`config.mk`:
```
export PLATFORM = sky130hd
export DESIGN_NAME = duty_slew
export DESIGN_NICKNAME = d
export VERILOG_FILES = /design/src/rtl/duty_slew.sv
export SDC_FILE = /design/constraint.sdc
export NUM_CORES = 1
export LEC_CHECK = 0
export CELL_PAD_IN_SITES_DETAIL_PLACEMENT = 2
export CELL_PAD_IN_SITES_GLOBAL_PLACEMENT = 2
export CORE_MARGIN = 10
export CORE_UTILIZATION = 33
export DETAILED_ROUTE_END_ITERATION = 8
export GPL_ROUTABILITY_DRIVEN = 0
export PLACE_DENSITY = 0.88
export SYNTH_ARGS = -nofsm -noshare
export SYNTH_HDL_FRONTEND = slang
export SYNTH_SLANG_ARGS = --single-unit
export TNS_END_PERCENT = 1
```
`constraint.sdc`:
```
create_clock -name clk -period 3.2 [get_ports clk]
set_clock_uncertainty 0.2 [all_clocks]
set_input_delay 0.32 -clock clk [delete_from_list [all_inputs] [get_ports clk]]
set_output_delay 0.32 -clock clk [all_outputs]
set_load 0.03 [all_outputs]
```
`src/rtl/duty_slew.sv`:
```
// duty_slew: slews an applied pwm duty toward a handshaked target, with an immediate kill to zero
module duty_slew #(
    parameter int STEP_DIV = 4864,
    parameter int STEP     = 1
) (
    input  logic       clk,
    input  logic       rst_n,
    input  logic [7:0] target,
    input  logic       target_valid,
    output logic       target_ready,
    input  logic       kill,
    output logic [7:0] pw,
    output logic       busy,
    output logic       at_target
);
    localparam int            CW    = (STEP_DIV > 1) ? $clog2(STEP_DIV) : 1;
    localparam logic [CW-1:0] LAST  = CW'(STEP_DIV - 1);
    localparam logic [8:0]    STEP9 = 9'(STEP);
    localparam logic [1:0]    IDLE  = 2'd0;
    localparam logic [1:0]    RAMP  = 2'd1;
    localparam logic [1:0]    FAULT = 2'd2;

    logic [CW-1:0] cnt;
    logic [1:0]    state, state_n;
    logic [7:0]    target_reg, tr_n, pw_n, up, dn, slew;
    logic [8:0]    sum, diff;
    logic          tick, accept;

    assign tick   = (cnt == LAST);
    assign accept = target_valid && target_ready;
    // 9-bit sum/difference so a step can never wrap past 255 or below 0
    assign sum    = {1'b0, pw} + STEP9;
    assign diff   = {1'b0, pw} - STEP9;
    assign up     = (sum > {1'b0, target_reg}) ? target_reg : sum[7:0];
    assign dn     = (diff[8] || diff[7:0] < target_reg) ? target_reg : diff[7:0];
    assign slew   = (pw < target_reg) ? up : dn;

    // free-running update-tick divider, only reset by rst_n
    always_ff @(posedge clk or negedge rst_n) begin
        if (!rst_n) cnt <= '0;
        else        cnt <= tick ? '0 : cnt + CW'(1);
    end

    // next-state selection: kill, then fault exit, then accept, then slew step
    always_comb begin
        pw_n    = pw;
        tr_n    = target_reg;
        state_n = state;
        if (kill) begin
            pw_n    = 8'd0;
            tr_n    = 8'd0;
            state_n = FAULT;
        end else if (state == FAULT) begin
            state_n = IDLE;
        end else if (accept) begin
            tr_n    = target;
            state_n = (target != pw) ? RAMP : IDLE;
        end else if (tick && state == RAMP) begin
            pw_n    = slew;
            state_n = (slew == target_reg) ? IDLE : RAMP;
        end
    end

    // state, duty and registered status flags derived from the next state
    always_ff @(posedge clk or negedge rst_n) begin
        if (!rst_n) begin
            state        <= IDLE;
            pw           <= 8'd0;
            target_reg   <= 8'd0;
            target_ready <= 1'b0;
            busy         <= 1'b0;
            at_target    <= 1'b0;
        end else begin
            state        <= state_n;
            pw           <= pw_n;
            target_reg   <= tr_n;
            target_ready <= (state_n != FAULT);
            busy         <= (state_n == RAMP);
            at_target    <= (state_n == IDLE);
        end
    end
endmodule

```
==> flow_summary.toml, run 1 <==
[clock_network]
clock_latency_ps = 290
cts_buffer_depth = 2
h-tree-depth = 2
hold_buffers = 0
cts.sink_count = 34
cts_buffers = 5
cts_tree = "done"
clkTransAtPathRegs_ps = 80
clock-root-buffer = "clkbuf_8"

[finish]
antennaDiodeCount = 0
regArea_sq_um = 855
drive_above_1_share_pct = 26.1
syn_to_final_growth_pct = 38.6
layout.nets = 414
final_cells = 478
multiInputGateArea_sq_mm = 0.00186
largest_reg_flops = 13
fillers = 825

[yosys]
synth_edf_count = 0
synth-seq-cells = 34
syn-cell-area_sq_mm = 0.00267
async_flop_share_pct = 100
synthTopCellsByArea = "dfrtp_1, ha_1, xnor2_1"
synth_top_area_cell = "dfrtp_1"
synth-warning-count = 0
avgSynthCellArea_sq_um = 8.82
netlist.area_leader.share_pct = 31.9
synth_common_cells = "dfrtp_1, nor2_1, ha_1, a21oi_1, xnor2_1"
syn_inst = 302
synth.distinct_cells = 52
synth_nets = 340
ys.flop_type = "dfrtp_1"
synth-seq-area-share_pct = 31.9

[worst_setup_path]
startpoint_type = "flip-flop"
endpoint_kind = "flip-flop"
r2r.worst_path.cells = 13
path_max_fanout = 4
r2r_slack_ps = -570
r2r_end = "busy$_DFF_PN0_"
slowest_delay_ps = 570
crit_slowest_cell = "or4_4"
critPathKind = "reg2reg"
critPathBufInv = 3
rr_startpoint = "pw[3]$_DFFE_PN0P_"
cpLargestDelayFamily = "simple AND/OR/NAND/NOR gates"
path_cells = "or4_4 > buf_4 > nand2_1 > ha_1 > a21oi_1 > nand4bb_4 > nand3b_1 > buf_6 > buf_4 > o2111ai_1 > nor3_1 > o211a_1 > nor3_1"
worstPathArrival_ps = 3710
cp-startpoint = "pw[3]$_DFFE_PN0P_"
cp.required_ps = 3130

[die]
start_util_pct = 34.1
ios = 23
fp.dieH_um = 110
fp-row-count = 32
design.core.area_sq_mm = 0.00781
die-area_sq_mm = 0.0121
die_w_um = 110

[detailed_routing]
vias = 2802
drt-total-wl_um = 12500
final_antenna_net_count = 0
avgViaCountPerCell = 5.86
avgRoutedWirePerCell_um = 26.2
drt-pass1-iter-count = 4
drtIter0Drc = 225
drc = 0

[placement]
dp_hpwl_um = 8900
place_ws_ps = -670
port_buffers = 22
place_inst = 463

[power_and_ir_drop]
leakagePower_nw = 1.62
powerDensity_mw_per_mm2 = 290
peakVddDrop_mv = 0.275

[global_route]
grt_usage_pct = 20.8
grt_pass1_wl_um = 19100
grt-ovfl-total = 0
antenna_found_initial = 0
grt_pass1_vias = 3251
grt_start_max_net_pins = 21

[outcome]
violations = "negative setup slack"
status = "finished with violations"

[worst_hold_path]
worstHoldStart = "cnt[0]$_DFF_PN0_"
worstHoldPathCells = 1
hold_path_end = "cnt[0]$_DFF_PN0_"
hp-class = "reg2reg"

[timing]
hold_violations = 0
setup_ws_ps = -573
max_freq_mhz = 265
drv_slew = 0
worstMarginPinSlew_ps = 997
fin_crit_ps = 3770
timing.final.crit_share_pct = 118
final-setup-viol-count = 11
finalSetupTns_ps = -4810
rsz0062_at_grt = "yes"
slew_headroom_pct = 33.3

[flow_run]
max_cap_viol_count = 0
how the worst max path moves through the flow:
| stage | endpoint | slack (ps) | cells past startpoint |
|---|---|---|---|
| 2_1_floorplan | busy$_DFF_PN0_ | -470 | 13 |
| 3_3_place_gp | busy$_DFF_PN0_ | -260 | 12 |
| 3_5_place_dp | pw[1]$_DFFE_PN0P_ | -670 | 14 |
| 4_1_cts | busy$_DFF_PN0_ | -520 | 14 |
| 5_1_grt | busy$_DFF_PN0_ | -690 | 13 |
| 6_report | busy$_DFF_PN0_ | -570 | 13 |
per-stage QoR:
step | power [mW] | area [sq um] | utilization (%) | hold WS (ps)
after floorplan | 0.532 | 2680 | - | -176
after global placement | 0.609 | 3340 | 42.8 | 268
after detailed placement | 0.625 | 3340 | 42.8 | 288
after CTS | 1.05 | 3590 | 46.0 | 298
after global routing | 1.10 | 3690 | 47.3 | 322
final | 1.07 | 3690 | 47.3 | 301
routing by layer:
metal / GRT usage, % / share of wire [%] / routed length [um] / vias up
met3: 3.16 / 3.3 / 414 / 41
li1: - / - / - / 1228
met5: 0 / 0 / 0 / -
met1: 24.0 / 41 / 5140 / 1441
met4: 10.1 / 4.4 / 546 / 0
met2: 36.7 / 51 / 6440 / 92
layout by cell type (no fill, tap or decap), drive strengths merged, types with 2 or more instances in the layout:
cell type and count:
a21oi 21, nor3b 2, clkbuf 6, xor2 12, o21a 2, and3 7, o211ai 4, o22ai 6
buf 58, nor2 34, nor2b 2, nand4 6, nand2b 3, nand3 13, nand2 19, xnor2 21
dfrtp 34, and2 3, nor4b 3, a211oi 6, mux2i 8, clkdlybuf4s50 22, o2111ai 2, inv 19
o21ai 7, nor3 8, ha 26
cell type report:
cell class / instances / area share [%]
Clock buffer: 6 / 2.24
Clock inverter: 1 / 0.813
Inverter: 19 / 1.93
Multi-Input combinational cell: 236 / 50.4
Sequential cell: 34 / 23.1
Tap cell: 102 / 3.46
Timing Repair Buffer: 80 / 18.1
kinds of logic (layout without fill, tap and decap cells):
family,count (synthesis),count (layout),share of synthesized area (%)
AO/OA/AOI/OAI,61,61,15.0
buffers and inverters,32,106,5.12
XOR/XNOR,33,33,11.1
multiplexers,9,9,3.43
flip-flops,34,34,31.9
adder cells (fa/ha/maj),27,27,12.6
AND/OR/NAND/NOR,106,106,20.8
power breakdown:
| group | leakage [nW] | internal (mW) | switching, mW |
|---|---|---|---|
| sequential | 0.446 | 0.437 | 0.00856 |
| clock | 0.0573 | 0.249 | 0.170 |
| combinational | 1.12 | 0.0856 | 0.119 |
repair_timing:
item / CTS / global route
cloned: 0 / 0
setup endpoints to repair: 11 / 11
resized for setup: 19 / 15
pin swaps: 15 / 11
buffers inserted: 5 / 3
Power figures use the tool's default switching activity.
==> run 2: changes to the inputs <==
--- a/config.mk
+++ b/config.mk
@@ -5,6 +5,7 @@
 export SDC_FILE = /design/constraint.sdc
 export NUM_CORES = 1
 export LEC_CHECK = 0
+export CAP_MARGIN = 25
 export CELL_PAD_IN_SITES_DETAIL_PLACEMENT = 2
 export CELL_PAD_IN_SITES_GLOBAL_PLACEMENT = 2
 export CORE_MARGIN = 10
@@ -12,6 +13,7 @@
 export DETAILED_ROUTE_END_ITERATION = 8
 export GPL_ROUTABILITY_DRIVEN = 0
 export PLACE_DENSITY = 0.88
+export SKIP_CTS_REPAIR_TIMING = 1
 export SYNTH_ARGS = -nofsm -noshare
 export SYNTH_HDL_FRONTEND = slang
 export SYNTH_SLANG_ARGS = --single-unit
==> run 2 against run 1 <==
The flow still finishes with violations (negative setup slack). Highest routed layer unchanged. Cell area down 0.81%. Setup slack got worse by 160 ps. First-iteration DRC count is 28% lower. Global-route usage decreased by 1.8 points. Worst hold slack got worse by 62 ps. Count of clock-buffer cells in the layout is the same. Die area unchanged. Sequential share of layout area up 0.19 points. Clock power increased by 2%. Largest power group unchanged. Non-clock buffer count is 1 lower. Total power rose by 0.71%.
==> flow_summary.toml, run 2 (same netlist as run 1, synthesis figures left out) <==
[finish]
drive_above_1_share_pct = 24.5
antennaDiodeCount = 0
utilization_pct = 46.9
syn_to_final_growth_pct = 37.5
final_cells = 477
layout.nets = 413
final_common_cell = "buf_4"
postLayoutCellArea_sq_mm = 0.00366
largest_reg_flops = 13
mostFrequentLayoutCells = "buf_4, nor2_1, dfrtp_1, ha_1, clkdlybuf4s50_1"

[worst_hold_path]
hp-class = "in2async"

[detailed_routing]
drc = 0
vias = 2835
avgRoutedWirePerCell_um = 27.9
final_antenna_net_count = 0
drtIter0Drc = 161
drt-total-wl_um = 13300
avgViaCountPerCell = 5.94
drt-pass1-iter-count = 4

[clock_network]
cts.sink_count = 34
clock-root-buffer = "clkbuf_8"
clock_latency_ps = 300
cts_buffers = 5
clkTransAtPathRegs_ps = 80
h-tree-depth = 2
cts_buffer_depth = 2
cts_tree = "done"

[die]
ios = 23
design.core.area_sq_mm = 0.00781
die_w_um = 110
fp.dieH_um = 110
fp-row-count = 32
start_util_pct = 34.1
die-area_sq_mm = 0.0121

[timing]
worstMarginPinSlew_ps = 1000
slew_headroom_pct = 32.5
hold_violations = 0
max_freq_mhz = 254
drv_slew = 0
fin_crit_ps = 3930
rsz0062_at_grt = "yes"
timing.final.crit_share_pct = 123
final-setup-viol-count = 11
setup_ws_ps = -734

[global_route]
grt_pass1_wl_um = 17600
grt-ovfl-total = 0
antenna_found_initial = 0
grt_usage_pct = 19.0
grt_start_max_net_pins = 21
grt_pass1_vias = 3114

[placement]
placed_area_sq_mm = 0.00334
dp_hpwl_um = 8900
place_inst = 463
place_ws_ps = -670
port_buffers = 22

[outcome]
violations = "negative setup slack"
status = "finished with violations"

[power_and_ir_drop]
peakVddDrop_mv = 0.358
finalPower_mw = 1.08
leakagePower_nw = 1.61
powerDensity_mw_per_mm2 = 294

[worst_setup_path]
cp.required_ps = 3170
startpoint_type = "flip-flop"
path_max_fanout = 6
worstPathArrival_ps = 3900
endpoint_kind = "flip-flop"
critPathKind = "reg2reg"

[flow_run]
max_cap_viol_count = 0
[run 2: cell count changes in the layout (fill, tap and decap cells not counted), sizes merged]
cell	before	now
buf	58	57
[run 2: path summary, 6_finish.rpt]
check / startpoint / endpoint / slack (ps) / depth (start not counted)
max in group asynchronous: rst_n / state[0]$_DFF_PN0_ / 2230 / 3
setup / recovery: pw[2]$_DFFE_PN0P_ / pw[6]$_DFFE_PN0P_ / -730 / 15
min in group clk: cnt[0]$_DFF_PN0_ / cnt[0]$_DFF_PN0_ / 340 / 1
hold / removal: rst_n / pw[6]$_DFFE_PN0P_ / 240 / 2
setup reg to reg: pw[2]$_DFFE_PN0P_ / pw[6]$_DFFE_PN0P_ / -730 / 15
hold reg to reg: cnt[0]$_DFF_PN0_ / cnt[0]$_DFF_PN0_ / 340 / 1
[run 2: routing by layer]
layer | global-route usage (%) | part of all wire, % | up-vias
met5 | 0 | 0 | -
met3 | 2.22 | 3.6 | 46
met1 | 22.9 | 41 | 1459
met4 | 7.34 | 4.5 | 0
met2 | 33.5 | 51 | 100
li1 | - | - | 1230
[run 2: through the flow]
step           TNS [ps]  hold WS (ps)
3_3_place_gp      -2070           268
6_report          -6470           238
5_1_grt           -7720           242
3_5_place_dp      -6270           288
2_1_floorplan     -3460          -176
4_1_cts           -6780           298
[run 2: power by group]
part / internal, mW / leakage [nW] / switching (mW)
logic: 0.0834 / 1.10 / 0.120
clock network: 0.250 / 0.0573 / 0.179
registers: 0.437 / 0.446 / 0.00909
total: 0.769 / 1.61 / 0.307
[run 2: final cells by class]
| class | instances | area, sq um |
|---|---|---|
| clock inverters | 1 | 30.0 |
| multi-input cells | 236 | 1820 |
| fillers | 825 | 4140 |
| inverters | 19 | 71.3 |
| clock buffers | 6 | 82.6 |
| well taps | 102 | 128 |
| flip-flops and latches | 34 | 855 |
| repair buffers | 79 | 676 |
[run 2: worst max-delay path, stage by stage, from the launching register on]
cell and delay, ps:
dfrtp_1 400, or4_4 590, nor4_4 220, xor2_2 240
ha_4 260, a21oi_4 170, nand2_2 100, o311a_1 340
nand3b_1 140, buf_4 160, buf_6 110, and2_1 230
buf_6 170, a211oi_2 80, a21oi_1 260, nor2_1 140
==> run 3: changes to the inputs <==
==> constraint.sdc (replaced) <==
create_clock -name clk -period 3.3 [get_ports clk]
set_clock_uncertainty 0.2 [all_clocks]
set_input_delay 0.33 -clock clk [delete_from_list [all_inputs] [get_ports clk]]
set_output_delay 0.33 -clock clk [all_outputs]
set_load 0.03 [all_outputs]
==> run 3 against run 2 <==
Largest power group unchanged. Cell area decreased by 3.3%. The run still ends with negative setup slack left. Global-route usage up 0.47 points. Via count decreased by 1.7%. Total power is 9.0% lower. Sequential power fell by 3%. Wire length down 3.4%. Combinational power shrank 6%. Register-to-register slack got worse by 97 ps. Die area unchanged. Largest cell class unchanged. Clock power is 17% lower. Count of clock-buffer cells in the layout unchanged.
==> flow_summary.toml, run 3 (same netlist as run 1, synthesis figures left out) <==
[outcome]
status = "finished with violations"
violations = "negative setup slack"

[clock_network]
cts_buffers = 5
h-tree-depth = 2
cts_tree = "done"
cts.sink_count = 34
clkTransAtPathRegs_ps = 90
clock-root-buffer = "clkbuf_8"
cts_buffer_depth = 2
clock_latency_ps = 310

[finish]
final_common_cell = "buf_4"
postLayoutCellArea_sq_mm = 0.00354
syn_to_final_growth_pct = 33.0
layout.nets = 410
antennaDiodeCount = 0
largest_reg_flops = 13
mostFrequentLayoutCells = "buf_4, nor2_1, dfrtp_1, ha_1, clkdlybuf4s50_1"
final_cells = 475
drive_above_1_share_pct = 22.5
fillers = 845

[placement]
port_buffers = 22
place_inst = 459
placed_area_sq_mm = 0.00331
dp_hpwl_um = 8760

[flow_run]
max_cap_viol_count = 0

[worst_setup_path]
startpoint_type = "flip-flop"
cpLargestDelayFamily = "compound AO/OA/AOI/OAI gates"
critPathBufInv = 0
path_max_fanout = 5
r2r_end = "state[0]$_DFF_PN0_"
critPathKind = "reg2reg"
cp.required_ps = 3250
r2r_slack_ps = -830
crit_slowest_cell = "a222oi_1"
path_cells = "or4_4 > nor4_4 > xor2_2 > ha_4 > a21oi_4 > nand2_2 > o311a_1 > nand3b_1 > o22ai_2 > a222oi_1 > o211a_1 > nor3_2"
slowest_delay_ps = 550
rr_startpoint = "pw[0]$_DFFE_PN0P_"
worstPathArrival_ps = 4080
endpoint_kind = "flip-flop"
r2r.worst_path.cells = 12

[detailed_routing]
drt-total-wl_um = 12800
avgRoutedWirePerCell_um = 27.0
avgViaCountPerCell = 5.87
drc = 0
drtIter0Drc = 183
drt-pass1-iter-count = 4
vias = 2787
final_antenna_net_count = 0

[global_route]
grt_usage_pct = 19.5
antenna_found_initial = 0
grt_pass1_vias = 3054
grt-ovfl-total = 0
grt_pass1_wl_um = 17900
grt_start_max_net_pins = 35

[power_and_ir_drop]
peakVddDrop_mv = 0.294
combPwrFrac_pct = 19.5
p_seq_share_pct = 44.1
power.internal_mw = 0.671
switching_share_pct = 31.6
leakagePower_nw = 1.57
power_frac_clock_pct = 36.3
powerDensity_mw_per_mm2 = 277
finalPower_mw = 0.980
switchingPower_mw = 0.309

[timing]
max_freq_mhz = 242
hold_violations = 0
drv_slew = 0
final-setup-viol-count = 11
setup_ws_ps = -831
worstMarginPinSlew_ps = 1070
timing.final.crit_share_pct = 125
slew_headroom_pct = 27.6
fin_crit_ps = 4130
hold_ws_ps = 231
rsz0062_at_grt = "yes"

[die]
design.core.area_sq_mm = 0.00781
fp-row-count = 32
die_w_um = 110
ios = 23
fp.dieH_um = 110
start_util_pct = 34.1
die-area_sq_mm = 0.0121

[worst_hold_path]
hp-class = "in2async"
[run 3: power groups by stage]
stage | Combinational [mW] | Sequential, mW | Clock, mW
3_5_place_dp | 0.164 | 0.439 | 0
2_1_floorplan | 0.0748 | 0.441 | 0
6_report | 0.191 | 0.433 | 0.356
4_1_cts | 0.168 | 0.431 | 0.346
3_3_place_gp | 0.149 | 0.438 | 0
5_1_grt | 0.203 | 0.433 | 0.376
[run 3: layout make-up]
| class | count | area, sq um | share of cell area, % |
|---|---|---|---|
| clock buffer | 6 | 82.6 | 2.33 |
| clock inverter | 2 | 12.5 | 0.353 |
| inverter | 19 | 71.3 | 2.01 |
| multi-input combinational | 236 | 1770 | 49.8 |
| sequential | 34 | 855 | 24.1 |
| tap | 102 | 128 | 3.60 |
| timing repair buffer | 76 | 629 | 17.8 |
[run 3: worst reg2reg max path: stages, from the launching register on]
cell and delay [ps]:
dfrtp_2 440, or4_4 540, nor4_4 280, xor2_2 300
ha_4 280, a21oi_4 150, nand2_2 90, o311a_1 380
nand3b_1 240, o22ai_2 150, a222oi_1 550, o211a_1 310
nor3_2 70
[run 3: how the worst max path moves through the flow]
stage / from / endpoint / slack [ps] / cells after the start
6_report: pw[0]$_DFFE_PN0P_ / state[0]$_DFF_PN0_ / -830 / 12
5_1_grt: pw[2]$_DFFE_PN0P_ / at_target$_DFF_PN0_ / -940 / 13
4_1_cts: pw[3]$_DFFE_PN0P_ / state[0]$_DFF_PN0_ / -700 / 12
3_5_place_dp: pw[3]$_DFFE_PN0P_ / state[0]$_DFF_PN0_ / -590 / 12
3_3_place_gp: pw[1]$_DFFE_PN0P_ / state[0]$_DFF_PN0_ / -160 / 12
2_1_floorplan: pw[1]$_DFFE_PN0P_ / busy$_DFF_PN0_ / -370 / 13
[run 3: layer usage]
layer  vias to the layer above  routed length (um)  global-route usage (%)
met2                       100                6430                    34.7
li1                       1209                   -                       -
met3                        45                 556                    2.17
met1                      1433                5090                    23.2
met4                         0                 758                    7.71
met5                         -                   0                       0
[run 3: per-stage QoR]
step / setup WS [ps] / setup TNS, ps / utilization, %
final: -831 / -6520 / 45.4
after global routing: -939 / -7780 / 45.4
after CTS: -696 / -5110 / 43.6
after detailed placement: -586 / -4340 / 42.4
after global placement: -165 / -997 / 42.4
after floorplan: -368 / -2360 / -
